`src/rtl/spi_master_burst.sv`:
```
// spi_master_burst: SPI master clocked by SCK, streams multi-word bursts under one slave select.
// Ports:
//   SCK       clock, all state changes on posedge
//   reset     asynchronous active-high reset
//   tx_data   word to transmit; tx_valid/tx_ready handshake, tx_last ends the frame
//   ss_sel    slave index, sampled only on the first word of a frame
//   SSB       registered active-low slave selects
//   MOSI      serial out, MISO serial in
//   rx_data   last received word, qualified by the one-cycle rx_valid pulse
//   busy      high whenever the controller is not idle
// Build option: define SPI_LOOPBACK_EN to add the loopback input (1 = sample MOSI instead of MISO).
module spi_master_burst #(
   parameter int DATA_WIDTH = 8,
   parameter int NUM_SS = 1,
   parameter int MAX_WORDS = 4,
   parameter int LSB_FIRST = 0,
   parameter int IDLE_GAP = 1,
   localparam int SSW = NUM_SS > 1 ? $clog2(NUM_SS) : 1
) (
   input  logic                  SCK,
   input  logic                  reset,
   input  logic [DATA_WIDTH-1:0] tx_data,
   input  logic                  tx_valid,
   input  logic                  tx_last,
   output logic                  tx_ready,
   input  logic [SSW-1:0]        ss_sel,
   output logic [NUM_SS-1:0]     SSB,
   output logic                  MOSI,
   input  logic                  MISO,
`ifdef SPI_LOOPBACK_EN
   input  logic                  loopback,
`endif
   output logic [DATA_WIDTH-1:0] rx_data,
   output logic                  rx_valid,
   output logic                  busy
);
   localparam int BW = $clog2(DATA_WIDTH) + 1;
   localparam int WW = $clog2(MAX_WORDS) + 1;
   localparam int GW = $clog2(IDLE_GAP) + 1;
   typedef enum logic [1:0] {IDLE, SHIFT, HOLD, GAP} state_t;
   state_t state, state_n;
   logic [DATA_WIDTH-1:0] shift_reg, shifted;
   logic [BW-1:0] bit_cnt;
   logic [WW-1:0] word_cnt;
   logic [GW-1:0] gap_cnt;
   logic [NUM_SS-1:0] ss_dec;
   logic last_q, sin, accept, final_bit, end_frame;
`ifdef SPI_LOOPBACK_EN
   assign sin = loopback ? MOSI : MISO;
`else
   assign sin = MISO;
`endif
   // The serial input fills the end of the register vacated by the outgoing bit.
   assign shifted = LSB_FIRST != 0 ? {sin, shift_reg[DATA_WIDTH-1:1]} : {shift_reg[DATA_WIDTH-2:0], sin};
   assign accept = tx_valid && tx_ready;
   assign final_bit = state == SHIFT && bit_cnt == BW'(DATA_WIDTH - 1);
   assign end_frame = last_q || word_cnt == WW'(MAX_WORDS);
   always_ff @(posedge SCK or posedge reset) begin
      if (reset) state <= IDLE;
      else state <= state_n;
   end
   always_comb begin
      state_n = state;
      case (state)
         IDLE:    state_n = accept ? SHIFT : IDLE;
         SHIFT:   state_n = !final_bit ? SHIFT : end_frame ? GAP : tx_valid ? SHIFT : HOLD;
         HOLD:    state_n = accept ? SHIFT : HOLD;
         GAP:     state_n = gap_cnt == GW'(IDLE_GAP - 1) ? IDLE : GAP;
         default: state_n = IDLE;
      endcase
   end
   // tx_ready opens in SHIFT only on the final bit of a word that may be followed seamlessly.
   always_comb begin
      tx_ready = state == IDLE || state == HOLD || (final_bit && !end_frame);
      MOSI = state == SHIFT && (LSB_FIRST != 0 ? shift_reg[0] : shift_reg[DATA_WIDTH-1]);
      busy = state != IDLE;
   end
   // Out-of-range indices match no line, so the frame runs with every select high.
   always_comb begin
      ss_dec = '1;
      for (int i = 0; i < NUM_SS; i++) ss_dec[i] = ss_sel != SSW'(i);
   end
   always_ff @(posedge SCK or posedge reset) begin
      if (reset) begin
         shift_reg <= '0;
         last_q <= 1'b0;
         bit_cnt <= '0;
         word_cnt <= '0;
         gap_cnt <= '0;
         SSB <= '1;
         rx_data <= '0;
         rx_valid <= 1'b0;
      end else begin
         rx_valid <= final_bit;
         gap_cnt <= state == GAP ? gap_cnt + 1'b1 : '0;
         if (final_bit) rx_data <= shifted;
         if (accept) begin
            shift_reg <= tx_data;
            last_q <= tx_last;
            bit_cnt <= '0;
            word_cnt <= state == IDLE ? WW'(1) : word_cnt + 1'b1;
         end else if (state == SHIFT) begin
            shift_reg <= shifted;
            bit_cnt <= bit_cnt + 1'b1;
         end
         if (state == IDLE && accept) SSB <= ss_dec;
         else if (final_bit && end_frame) SSB <= '1;
      end
   end
endmodule

```
`config.mk`:
```
export PLATFORM = sky130hd
export DESIGN_NAME = spi_master_burst
export DESIGN_NICKNAME = d
export VERILOG_FILES = /design/src/rtl/spi_master_burst.sv
export SDC_FILE = /design/constraint.sdc
export NUM_CORES = 1
export LEC_CHECK = 0
export ABC_CLOCK_PERIOD_IN_PS = 1900
export CORE_ASPECT_RATIO = 2
export CORE_UTILIZATION = 40
export DETAILED_ROUTE_END_ITERATION = 7
export GPL_TIMING_DRIVEN = 0
export HOLD_SLACK_MARGIN = 0.1
export PLACE_DENSITY = 0.66
export RECOVER_POWER = 100
export SLEW_MARGIN = 20
export SYNTH_ARGS = -nofsm -noshare
export SYNTH_HDL_FRONTEND = slang
export SYNTH_SLANG_ARGS = --single-unit
```
`constraint.sdc`:
```
create_clock -name SCK -period 1.9 [get_ports SCK]
set_clock_uncertainty 0.2 [all_clocks]
set_input_delay 0.38 -clock SCK [delete_from_list [all_inputs] [get_ports SCK]]
set_output_delay 0.38 -clock SCK [all_outputs]
set_load 0.01 [all_outputs]
```
---- Word level (Yosys, flattened, before mapping) ----
Cells that the tools add are included.
storage, ports and cells
  register bits after elaboration ......... 29
  input bits .............................. 14
  output and inout port bits .............. 13
  logic and storage cells ................. 46
cells by class
  $add $sub $neg .......................... 3
  equality and inequality tests ........... 5
  muxes and demuxes ....................... 15
  reductions and logical operators ........ 14
operator list
  cell                   number
  $mux W8                2
  $mux W2                5
  $mux W4                2
  $pmux W2 S4            1
  $logic_and A1 B1 Y1    6
  $reduce_bool A2 Y1     3
  $add A4 B1 Y4 const B  1
  $eq A2 B2 Y1 const B   2
  $eq A4 B3 Y1 const B   1
  $mux W1                4
  $add A3 B1 Y3 const B  1
  $eq A3 B3 Y1 const B   1
  $logic_or A1 B1 Y1     3
  $mux W3                1
  $eq A2 B1 Y1 const B   1
  $logic_not A2 Y1       1
  $add A1 B1 Y1 const B  1
  $logic_not A1 Y1       1

---- Depth between registers and ports, before layout ----
Gate-level depths: netlist of run 1.
  depth after elaboration ................. 8
  depth in mapped cells ................... 6
  mapped depth without buffers ............ 5

---- Worst setup path before layout of run 1 ----
Ideal clock, no wire load.
  path kind ............................... register to register
  start point ............................. register word_cnt[0]
  end point ............................... register shift_reg[0]
  library setup time ...................... 0.125 ns
  arrival time ............................ 1.499 ns
  data required time ...................... 1.575 ns
  setup slack ............................. 0.076 ns
  cell stages (with the launch flop) ...... 7
  buffers on the path ..................... 1
  period minus slack after synthesis ...... 1.824 ns
  cell sequence ........................... dfrtp_1 inv_1 ha_1 a21o_1 o31a_1 buf_6 mux2_4
between the ends
  longest elaborated chain between the ends .. 7
  elaborated cells on any way between the ends .. 8
  those cells by class .................... 1 x eq/ne; 1 x mux; 6 x reduce/logical
RTL lines
  element                                        RTL line  source
  start, declared                                44        logic [WW-1:0] word_cnt;
  start signal, assigned                         101       word_cnt <= state == IDLE ? WW'(1) : word_cnt + 1'b1;
  $eq A3 B3 Y1 (*)                               57        assign end_frame = last_q || word_cnt == WW'(MAX_WORDS);
  $logic_or A1 B1 Y1 (*)                         57
  $logic_not A1 Y1 (*)                           74        tx_ready = state == IDLE || state == HOLD || (final_bit && !end_frame);
  $logic_and A1 B1 Y1 (*)                        74
  $logic_or A1 B1 Y1 (*)                         74
  $logic_and A1 B1 Y1 (*)                        55        assign accept = tx_valid && tx_ready;
  $mux W8 or $reduce_bool A2 Y1 (tied branches)  -
  end signal, assigned                           98        shift_reg <= tx_data;
  end signal, assigned                           103       shift_reg <= shifted;
  end, declared                                  42        logic [DATA_WIDTH-1:0] shift_reg, shifted;
Every way passes the cells marked *; elsewhere a longest branch is shown, timed or not.
A chain may end at the register's enable or synchronous reset.

---- Worst setup path after layout of run 1 ----
  start point ............................. register word_cnt[1]
  end point ............................... output tx_ready
between the ends
  longest elaborated chain between the ends .. 5
RTL lines
  element              RTL line  source
  $eq A3 B3 Y1         57
  $logic_or A1 B1 Y1   57
  $logic_not A1 Y1     74
  $logic_and A1 B1 Y1  74
  $logic_or A1 B1 Y1   74
  end, declared        25        output logic tx_ready,
No other way between the ends.

==> results.txt, run 1 <==
----------------------------------------------------
[Power and ir drop]
  Cell internal power dissipation ... 2.28 mW
  Power Dens Cells ... 1650 nW/µm²
  Sequential share of power ... 0.335
  Part of the total power dissipated in combinational logic ... 0.522
  Standby leakage power ... 0.925 nW
  Worst IR Drop VDD ... 982 µV
  NetSw ... 1.11 mW
  Switching share of total power ... 0.328
  Clock group share of total power ... 0.143

[Die]
  Initial cell density of the core ... 0.424
  Top-level port count ... 27
  Placeable core region ... 3420 µm²
  Standard-cell rows ... 30
  Vert. Die Dim ... 87.1 µm
  Die footprint ... 3880 µm²
  Die X ... 44.6 µm

[Global route]
  GRT Util Overall ... 0.183
  Antenna violations before repair ... 0
  Maximum number of pins on one net before global-route repair ... 30
  Number of global-route vias before repair ... 1100
  Wire length of the first global-routing pass ... 5120 µm
  Remaining global-route overflow ... 0

[Clock network]
  Clock Pin Slew Worst Setup and Hold Paths ... 60 ps
  Max H-tree Level ... 2
  # clock sinks ... 29
  TritonCTS clock tree ... yes
  Hold bufs inserted after CTS ... 0
  Maximum number of buffers from clock root to sink ... 2
  Buffer cell driving the clock tree root ... sky130_fd_sc_hd__clkbuf_8
  Clock latency on the worst-skew pair ... 280 ps
  Inserted Clock Buffers ... 5

[Critical path]
  Top delay family on crit path ... flip-flops
  Nature of the critical path endpoint ... primary output
  Worst reg-to-reg path cell count ... 7
  R2R Path Start ... word_cnt[1]$_DFFE_PP0N_
  Critical path class ... flip-flop to primary output
  Max FO, Critical Path ... 2
  Cell chain of the critical path ... inv_2 -> ha_4 -> a21o_1 -> o21a_1 -> inv_1 -> buf_2
  Internal reg-to-reg setup slack ... -20 ps
  Delay of the slowest cell on the worst path ... 370 ps
  Required time of the critical path ... 1320 ps
  Nature of the critical path startpoint ... flip-flop
  Worst flop-to-flop path endpoint ... shift_reg[3]$_DFFE_PP0P_
  Worst-path cell with the longest stage delay ... sky130_fd_sc_hd__dfrtp_1
  Bufs and invs on worst path ... 3
  Worst path arrival time ... 1380 ps

[Outcome]
  Violated checks ... setup timing
  Status ... finished, violations left

[Timing]
  Final Setup Violations ... 9
  Number of hold violations in the final report ... 0
  Worst rel slew slack ... 0.247
  Setup WS post-layout ... -57.8 ps
  Timing-limited maximum frequency ... 511 MHz
  Post-layout minimum cycle time ... 1960 ps
  RSZ-0062 raised after global routing ... true
  Number of max-slew violations in the final report ... 0
  Least-Margin Pin Slew ... 1130 ps
  Period utilisation layout ... 1.03

[Drt]
  Vias ... 1029
  Count of TritonRoute iterations in the first routing pass ... 4
  Vias/cell ... 4.83
  Detailed Route WL ... 3140 µm
  Detail-routed net length per standard cell ... 14.8 µm
  DRC ... 0
  Count of antenna-violating nets left after detailed routing ... 0
  DRC marker count from the first detailed-route iteration ... 15

[Yosys]
  Post-Syn Nets ... 125
  Combined area of all synthesized cells ... 1450 µm²
  Synth Area per Inst ... 13.4 µm²
  Post-Syn Instances ... 108
  Share of synthesized area occupied by flip-flops and latches ... 0.502
  Synth async-reset ratio ... 1.00
  Leading area contributor after synthesis ... sky130_fd_sc_hd__dfrtp_1
  Fraction of synthesized cell area taken by the top area cell type ... 0.484
  Most used flip-flop cell after synthesis ... sky130_fd_sc_hd__dfrtp_1
  Ranking of synthesized cells by area ... sky130_fd_sc_hd__dfrtp_1 48%, sky130_fd_sc_hd__mux2_2 10%, sky130_fd_sc_hd__mux2_4 8.3%
  Number of distinct standard cells referenced by the synthesized netlist ... 37
  Number of warnings reported in the yosys synthesis log ... 0
  Number of enable flip-flop cells after synthesis ... 0
  Register bit count reported by yosys ... 29

[Cells and area]
  Filler-free cell count of the finished design ... 213
  Layout filler cell count ... 284
  Share of cells above drive strength 1 ... 0.418
  Area growth from synthesis to layout ... 41.8%
  Number of nets in the layout ... 181
  Share of the core filled with cells ... 0.601
  Antenna diode count ... 0
  Post-route cell area ... 2050 µm²

[Placement]
  Post-placement cell area ... 1770 µm²
  Pre-CTS setup slack ... -386 ps
  DP Wirelength ... 2060 µm
  Final weighted congestion in routability-driven placement ... 0.828
  Cell total after placement ... 182
  # port buffers ... 26

[Min path]
  Hold Crit Start ... gap_cnt$_DFF_PP0_
  Depth of the worst hold-timing path ... 1
  Path category of the worst min-delay check ... flip-flop to flip-flop
  WHS Endpoint ... gap_cnt$_DFF_PP0_

[Flow run]
  Max Cap Violations ... 0

----------------------------------------------------
per-layer routing:
metal  global-route usage  vias up  part of all wire
li1                     -      494                 -
met5                    0        -                 0
met2                0.333       28              0.59
met3               0.0394        4             0.031
met1                0.193      503              0.36
met4               0.0744        0             0.016
cell type report:
cell class                      instances  area, µm²  area share
Tap cell                               48       60.1      0.0292
Inverter                                6       22.5      0.0110
Multi-Input combinational cell         69        697       0.339
Clock inverter                          2       10.0     0.00487
Clock buffer                            6       72.6      0.0353
Timing Repair Buffer                   51        437       0.213
Buffer                                  2       26.3      0.0128
Sequential cell                        29        729       0.355
worst reg2reg max path, cell delays in order (launching register included):
cell                      delay [ps]
sky130_fd_sc_hd__dfrtp_1         370
sky130_fd_sc_hd__inv_2            60
sky130_fd_sc_hd__ha_4            150
sky130_fd_sc_hd__a21o_1          170
sky130_fd_sc_hd__buf_4           150
sky130_fd_sc_hd__o31a_1          250
sky130_fd_sc_hd__buf_6           160
sky130_fd_sc_hd__mux2_4          300
stage by stage:
step,power (mW),hold slack (ps),setup TNS (ps)
2_1_floorplan,2.08,218,0
3_3_place_gp,2.51,239,-4350
3_5_place_dp,2.57,260,-6410
4_1_cts,3.31,267,-148
5_1_grt,3.60,276,-882
6_report,3.39,266,-191
Yosys cell counts, drive strengths merged, types with 2 or more instances:
| cell | count |
|---|---|
| o211ai | 2 |
| mux2 | 25 |
| nor2 | 5 |
| ha | 3 |
| nand2 | 5 |
| dfrtp | 28 |
| a21oi | 2 |
| xor2 | 2 |
| buf | 3 |
| mux2i | 2 |
| inv | 6 |
| nand2b | 2 |
cell families (layout without fill, tap and decap cells):
family | after synthesis | after routing | share of synthesized area
AND/OR/NAND/NOR | 22 | 22 | 0.102
multiplexers | 27 | 27 | 0.229
AO/OA/AOI/OAI | 15 | 15 | 0.0881
flip-flops | 29 | 29 | 0.502
adder cells (fa/ha/maj) | 3 | 3 | 0.0259
XOR/XNOR | 2 | 2 | 0.0121
buffers and inverters | 10 | 67 | 0.0414
what timing repair did:
action,CTS,global route
setup endpoints to repair,21,12
gates resized for setup,21,3
cloned,0,0
buffers inserted,17,8
pin swaps,6,4
hold endpoints to repair,0,0
power by group through the flow:
| stage | clock [mW] | sequential, mW | combinational (mW) |
|---|---|---|---|
| 2_1_floorplan | 0 | 1.14 | 0.945 |
| 3_3_place_gp | 0 | 1.13 | 1.38 |
| 3_5_place_dp | 0 | 1.15 | 1.42 |
| 4_1_cts | 0.497 | 1.14 | 1.67 |
| 5_1_grt | 0.523 | 1.17 | 1.90 |
| 6_report | 0.485 | 1.14 | 1.77 |
worst max path at each step:
| stage | start | endpoint | slack (ps) | cells past startpoint |
|---|---|---|---|---|
| 3_5_place_dp | word_cnt[0]$_DFFE_PP0N_ | tx_ready | -390 | 6 |
| 2_1_floorplan | word_cnt[0]$_DFFE_PP0N_ | shift_reg[0]$_DFFE_PP0P_ | 80 | 6 |
| 5_1_grt | word_cnt[1]$_DFFE_PP0N_ | tx_ready | -140 | 6 |
| 3_3_place_gp | word_cnt[0]$_DFFE_PP0N_ | tx_ready | -350 | 6 |
| 6_report | word_cnt[1]$_DFFE_PP0N_ | tx_ready | -60 | 6 |
| 4_1_cts | word_cnt[1]$_DFFE_PP0N_ | tx_ready | -80 | 6 |
layout by cell type (no fill, tap or decap), types with 3 or more instances in the layout:
cell type                          n
sky130_fd_sc_hd__dfrtp_1          26
sky130_fd_sc_hd__buf_4            23
sky130_fd_sc_hd__clkdlybuf4s50_1  22
sky130_fd_sc_hd__mux2_2           13
sky130_fd_sc_hd__mux2_4            8
sky130_fd_sc_hd__nand2_1           5
sky130_fd_sc_hd__nor2_1            5
sky130_fd_sc_hd__clkbuf_8          5
sky130_fd_sc_hd__mux2_1            4
sky130_fd_sc_hd__inv_2             3
sky130_fd_sc_hd__inv_1             3
(Power assumes the default switching activity.)
==> run 2: changes to the inputs <==
REMOVE_ABC_BUFFERS = 1   (was not set)
==> results.txt, run 2 (synthesis gave the netlist of run 1 again) <==
----------------------------------------------------
[Global route]
  Remaining global-route overflow ... 0 (unchanged)
  GRT Util Overall ... 0.187 (+0.00402)
  Number of global-route vias before repair ... 1037 (-5.7%)
  Antenna violations before repair ... 0 (unchanged)
  Wire length of the first global-routing pass ... 5110 µm (-0.14%)
  Maximum number of pins on one net before global-route repair ... 30 (unchanged)

[Flow run]
  Max Cap Violations ... 0 (unchanged)

[Cells and area]
  Number of nets in the layout ... 166 (-8.3%)
  Filler-free cell count of the finished design ... 198 (-7.0%)
  Multi-input gate area in the final layout ... 696 µm² (-0.18%)
  Area growth from synthesis to layout ... 34.8%
  Seq. cell area ... 729 µm² (unchanged)
  Leading cell type in the layout, fill and taps excluded ... sky130_fd_sc_hd__dfrtp_1
  Share of cells above drive strength 1 ... 0.333 (-0.0848)
  Layout filler cell count ... 283 (-0.35%)
  Commonest cells after routing, fill and taps aside ... 26 x sky130_fd_sc_hd__dfrtp_1, 22 x sky130_fd_sc_hd__clkdlybuf4s50_1, 13 x sky130_fd_sc_hd__mux2_2, 9 x sky130_fd_sc_hd__buf_4, 8 x sky130_fd_sc_hd__mux2_4
  Antenna diode count ... 0 (unchanged)

[Placement]
  Pre-CTS setup slack ... -426 ps (-40.4 ps)
  DP Wirelength ... 2020 µm (-1.7%)
  # port buffers ... 26 (unchanged)
  Cell total after placement ... 178 (-2.2%)
  Final weighted congestion in routability-driven placement ... 0.745 (-10%)

[Die]
  Die footprint ... 3880 µm² (unchanged)
  Initial cell density of the core ... 0.424 (unchanged)
  Standard-cell rows ... 30 (unchanged)
  Vert. Die Dim ... 87.1 µm (unchanged)
  Die X ... 44.6 µm (unchanged)
  Placeable core region ... 3420 µm² (unchanged)
  Top-level port count ... 27 (unchanged)

[Drt]
  DRC marker count from the first detailed-route iteration ... 10 (-5)
  Detail-routed net length per standard cell ... 15.3 µm (+4.0%)
  Vias/cell ... 4.89 (+1.2%)
  Count of TritonRoute iterations in the first routing pass ... 4 (unchanged)
  Count of antenna-violating nets left after detailed routing ... 0 (unchanged)
  Detailed Route WL ... 3040 µm (-3.3%)
  Vias ... 968 (-5.9%)
  DRC ... 0 (unchanged)

[Critical path]
  Most numerous cell on the critical path ... sky130_fd_sc_hd__inv_1
  Required time of the critical path ... 1320 ps (about the same)
  Internal reg-to-reg setup slack ... 0 ps (+20 ps)
  Max FO, Critical Path ... 3 (+1)
  Cell chain of the critical path ... inv_1 -> ha_2 -> a21o_1 -> o21a_1 -> inv_1 -> buf_2
  Nature of the critical path startpoint ... flip-flop
  Critical Path Start ... word_cnt[0]$_DFFE_PP0N_
  Critical path destination ... tx_ready
  Nature of the critical path endpoint ... primary output
  Worst flop-to-flop path endpoint ... shift_reg[6]$_DFFE_PP0P_
  Worst path arrival time ... 1410 ps (+30 ps)
  Worst-path cell with the longest stage delay ... sky130_fd_sc_hd__dfrtp_1
  Worst reg-to-reg path cell count ... 6 (-1)
  Delay of the slowest cell on the worst path ... 350 ps (-20 ps)
  Critical path class ... flip-flop to primary output
  R2R Path Start ... word_cnt[0]$_DFFE_PP0N_

[Min path]
  Path category of the worst min-delay check ... flip-flop to flip-flop

[Timing]
  Period utilisation layout ... 1.05 (+0.0148)
  RSZ-0062 raised after global routing ... true
  Post-layout minimum cycle time ... 1990 ps (+28.1 ps)
  Final Setup Violations ... 9 (unchanged)
  Setup WS post-layout ... -85.8 ps (-28.1 ps)
  Least-Margin Pin Slew ... 1090 ps (-39.0 ps)
  Number of hold violations in the final report ... 0 (unchanged)
  Worst hold slack across all endpoints ... 254 ps (-12.2 ps)
  Number of max-slew violations in the final report ... 0 (unchanged)
  Timing-limited maximum frequency ... 504 MHz (-1.4%)
  Worst rel slew slack ... 0.273 (+0.0260)

[Clock network]
  TritonCTS clock tree ... yes
  # clock sinks ... 29 (unchanged)
  Clock Pin Slew Worst Setup and Hold Paths ... 60 ps (about the same)
  Maximum number of buffers from clock root to sink ... 2 (unchanged)
  Buffer cell driving the clock tree root ... sky130_fd_sc_hd__clkbuf_8
  Max H-tree Level ... 2 (unchanged)
  Clock latency on the worst-skew pair ... 280 ps (about the same)
  Inserted Clock Buffers ... 5 (unchanged)

[Power and ir drop]
  Post-layout total power ... 3.22 mW (-5.0%)
  Standby leakage power ... 0.875 nW (-5.4%)
  Worst IR Drop VDD ... 855 µV (-13%)
  Power Dens Cells ... 1650 nW/µm² (-0.11%)

[Outcome]
  Violated checks ... setup timing
  Status ... finished, violations left

----------------------------------------------------
==> run 2: changes by cell type in the layout (fill, tap and decap cells not counted), sizes merged <==
cell         before  now
dlygate4sd2       1    2
buf              28   12
clkbuf            7    9
clkinv            2    0
==> run 2: layer usage <==
layer | share of wire | track usage | vias to the layer above
met5 | 0 | 0 | -
met4 | 0.019 | 0.0909 | 0
met3 | 0.030 | 0.0498 | 6
met2 | 0.58 | 0.329 | 24
met1 | 0.37 | 0.196 | 472
li1 | - | - | 466
==> run 2: final cells by class <==
type / instances / share of cell area
multi-input cells: 69 / 0.356
clock buffers: 8 / 0.0461
well taps: 48 / 0.0307
inverters: 6 / 0.0115
repair buffers: 38 / 0.182
flip-flops and latches: 29 / 0.373
==> run 2: how the worst min path moves through the flow <==
stage / start / to / cells after the start / slack [ps]
floorplan: gap_cnt$_DFF_PP0_ / gap_cnt$_DFF_PP0_ / 1 / 220
global placement: gap_cnt$_DFF_PP0_ / gap_cnt$_DFF_PP0_ / 1 / 230
detailed placement: gap_cnt$_DFF_PP0_ / gap_cnt$_DFF_PP0_ / 1 / 250
CTS: gap_cnt$_DFF_PP0_ / gap_cnt$_DFF_PP0_ / 1 / 260
global route: gap_cnt$_DFF_PP0_ / gap_cnt$_DFF_PP0_ / 1 / 270
finish: gap_cnt$_DFF_PP0_ / gap_cnt$_DFF_PP0_ / 1 / 250
==> run 2: power by group <==
| part | internal, mW | total (mW) | switching (mW) |
|---|---|---|---|
| logic | 0.955 | 1.58 | 0.620 |
| clock network | 0.294 | 0.511 | 0.216 |
| registers | 0.919 | 1.14 | 0.217 |
| total | 2.17 | 3.22 | 1.05 |
==> run 2: stage by stage <==
step / util / area [µm²] / setup TNS (ps)
2_1_floorplan: - / 1410 / 0
3_3_place_gp: 0.507 / 1730 / -7160
3_5_place_dp: 0.507 / 1730 / -8300
4_1_cts: 0.566 / 1930 / -827
5_1_grt: 0.572 / 1950 / -729
6_report: 0.572 / 1950 / -151
==> run 2: critical path, delay by kind of cell, from the launching register on <==
family,cells,cell delay (ps)
compound gates,2,380
flops,1,350
buf+inv,3,220
fa+ha+maj,1,190
==> run 2: timing repair <==
action	4_1_cts	5_1_grt
endpoints found under the setup margin	22	17
hold buffers	0	0
gates cloned	0	0
resized for setup	14	5
setup buffers	10	2
pin swaps	3	2
==> run 3: changes to the inputs <==
CORE_ASPECT_RATIO = 0.75   (was 2)
==> results.txt, run 3 (synthesis gave the netlist of run 1 again) <==
----------------------------------------------------
[Cells and area]
  Share of the core filled with cells ... 0.593 (+0.0212)
  Leading cell type in the layout, fill and taps excluded ... sky130_fd_sc_hd__dfrtp_1
  Area growth from synthesis to layout ... 38.3%
  Layout filler cell count ... 270 (-4.6%)
  Share of cells above drive strength 1 ... 0.385 (+0.0513)
  Number of nets in the layout ... 172 (+3.6%)
  Antenna diode count ... 0 (unchanged)
  Commonest cells after routing, fill and taps aside ... 26 x sky130_fd_sc_hd__dfrtp_1, 20 x sky130_fd_sc_hd__clkdlybuf4s50_1, 15 x sky130_fd_sc_hd__buf_4, 13 x sky130_fd_sc_hd__mux2_2, 8 x sky130_fd_sc_hd__mux2_4
  Filler-free cell count of the finished design ... 196 (-1.0%)
  Post-route cell area ... 2000 µm² (+2.6%)

[Drt]
  Detail-routed net length per standard cell ... 15.2 µm (-0.87%)
  Detailed Route WL ... 2980 µm (-1.9%)
  Vias/cell ... 5.20 (+6.3%)
  Count of TritonRoute iterations in the first routing pass ... 4 (unchanged)
  DRC marker count from the first detailed-route iteration ... 51 (+41)
  Vias ... 1019 (+5.3%)
  Count of antenna-violating nets left after detailed routing ... 0 (unchanged)
  DRC ... 0 (unchanged)

[Power and ir drop]
  Clock group share of total power ... 0.154 (-0.005)
  Power Dens Cells ... 1660 nW/µm² (+0.61%)
  Cell internal power dissipation ... 2.24 mW (+3.4%)
  Standby leakage power ... 0.902 nW (+3.1%)
  Worst IR Drop VDD ... 690 µV (-19%)
  Part of the total power dissipated in combinational logic ... 0.504 (+0.015)
  NetSw ... 1.08 mW (+2.8%)
  Sequential share of power ... 0.341 (-0.012)
  Switching share of total power ... 0.326 (-0.00115)

[Critical path]
  Delay of the slowest cell on the worst path ... 440 ps (+90 ps)
  Critical path destination ... tx_ready
  Critical Path Start ... bit_cnt[3]$_DFFE_PP0P_
  Required time of the critical path ... 1320 ps (about the same)
  Worst-path cell with the longest stage delay ... sky130_fd_sc_hd__dfrtp_1
  Internal reg-to-reg setup slack ... -30 ps (-30 ps)
  Cell chain of the critical path ... nand4bb_4 -> o21a_1 -> inv_1 -> buf_2
  Max FO, Critical Path ... 5 (+2)
  Nature of the critical path startpoint ... flip-flop
  Worst path arrival time ... 1400 ps (about the same)
  Worst flop-to-flop path endpoint ... shift_reg[7]$_DFFE_PP0P_
  R2R Path Start ... word_cnt[0]$_DFFE_PP0N_
  Nature of the critical path endpoint ... primary output
  Critical path class ... flip-flop to primary output
  Worst reg-to-reg path cell count ... 6 (unchanged)

[Timing]
  Least-Margin Pin Slew ... 1100 ps (+6.69 ps)
  Setup WS post-layout ... -84.9 ps (+0.954 ps)
  Number of hold violations in the final report ... 0 (unchanged)
  Period utilisation layout ... 1.04 (about the same)
  RSZ-0062 raised after global routing ... true
  Worst rel slew slack ... 0.269 (-0.00447)
  Post-layout minimum cycle time ... 1980 ps (-0.954 ps)
  Timing-limited maximum frequency ... 504 MHz (about the same)
  Setup tns final ... -290 ps (-140 ps)
  Number of max-slew violations in the final report ... 0 (unchanged)
  Worst hold slack across all endpoints ... 243 ps (-10.6 ps)
  Final Setup Violations ... 9 (unchanged)

[Die]
  Die X ... 71.5 µm (+60%)
  Placeable core region ... 3380 µm² (-1.1%)
  Top-level port count ... 27 (unchanged)
  Standard-cell rows ... 18 (-40%)
  Vert. Die Dim ... 54.1 µm (-38%)
  Die footprint ... 3870 µm² (-0.31%)
  Initial cell density of the core ... 0.429 (+0.00471)

[Outcome]
  Violated checks ... setup timing
  Status ... finished, violations left

[Clock network]
  Maximum number of buffers from clock root to sink ... 2 (unchanged)
  # clock sinks ... 29 (unchanged)
  Max H-tree Level ... 2 (unchanged)
  Buffer cell driving the clock tree root ... sky130_fd_sc_hd__clkbuf_8
  Clock Pin Slew Worst Setup and Hold Paths ... 60 ps (about the same)
  Clock latency on the worst-skew pair ... 270 ps (about the same)
  Inserted Clock Buffers ... 5 (unchanged)
  TritonCTS clock tree ... yes

[Placement]
  Final weighted congestion in routability-driven placement ... 0.767 (+2.9%)
  Post-placement cell area ... 1720 µm² (-0.58%)
  Cell total after placement ... 170 (-4.5%)
  DP Wirelength ... 1840 µm (-9.2%)
  # port buffers ... 26 (unchanged)

[Flow run]
  Max Cap Violations ... 0 (unchanged)

[Global route]
  Remaining global-route overflow ... 0 (unchanged)
  Antenna violations before repair ... 0 (unchanged)
  Number of global-route vias before repair ... 1003 (-3.3%)
  GRT Util Overall ... 0.174 (-0.0125)
  Wire length of the first global-routing pass ... 4820 µm (-5.7%)
  Maximum number of pins on one net before global-route repair ... 30 (unchanged)

[Min path]
  Path category of the worst min-delay check ... flip-flop to flip-flop

----------------------------------------------------
==> run 3: repair_timing <==
item,4_1_cts,5_1_grt
pin swaps,5,5
endpoints found under the hold margin,0,0
resized for setup,18,5
setup endpoints to repair,23,18
setup buffers,11,7
hold buffers,0,0
==> run 3: cell type report <==
| cell class | instances | area, µm² | area share |
|---|---|---|---|
| flip-flops and latches | 29 | 729 | 0.364 |
| multi-input cells | 69 | 706 | 0.352 |
| repair buffers | 44 | 405 | 0.202 |
| clock buffers | 8 | 90.1 | 0.0450 |
| well taps | 40 | 50.0 | 0.0250 |
| inverters | 6 | 22.5 | 0.0112 |
==> run 3: worst max-delay path, delay by kind of cell, from the launching register on <==
kind                   cells  cell delay, ps
AO/OA/AOI/OAI              1             230
flip-flops                 1             440
buffers and inverters      2             170
AND/OR/NAND/NOR            1             290
==> run 3: how the worst min path moves through the flow <==
stage,startpoint,endpoint,depth (start not counted)
after floorplan,gap_cnt$_DFF_PP0_,gap_cnt$_DFF_PP0_,1
after global placement,gap_cnt$_DFF_PP0_,gap_cnt$_DFF_PP0_,1
after detailed placement,gap_cnt$_DFF_PP0_,gap_cnt$_DFF_PP0_,1
after CTS,gap_cnt$_DFF_PP0_,gap_cnt$_DFF_PP0_,1
after global routing,gap_cnt$_DFF_PP0_,gap_cnt$_DFF_PP0_,1
final,gap_cnt$_DFF_PP0_,gap_cnt$_DFF_PP0_,1
==> run 3: power groups by stage <==
stage	Sequential, mW	Clock (mW)	Combinational [mW]
final	1.14	0.513	1.68
after global routing	1.18	0.555	1.83
after CTS	1.14	0.525	1.55
after detailed placement	1.14	0	1.35
after global placement	1.13	0	1.31
after floorplan	1.14	0	0.891
==> run 3: metrics by stage <==
stage	worst slack (ps)	power, mW
2_1_floorplan	20.6	2.03
3_3_place_gp	-452	2.44
3_5_place_dp	-501	2.49
4_1_cts	-80.3	3.22
5_1_grt	-157	3.56
6_report	-84.9	3.33
==> run 3: layer usage <==
metal,part of all wire,GRT usage,vias up
li1,-,-,482
met1,0.47,0.227,513
met2,0.49,0.287,20
met3,0.032,0.0468,4
met4,0.0060,0.0588,0
met5,0,0,-
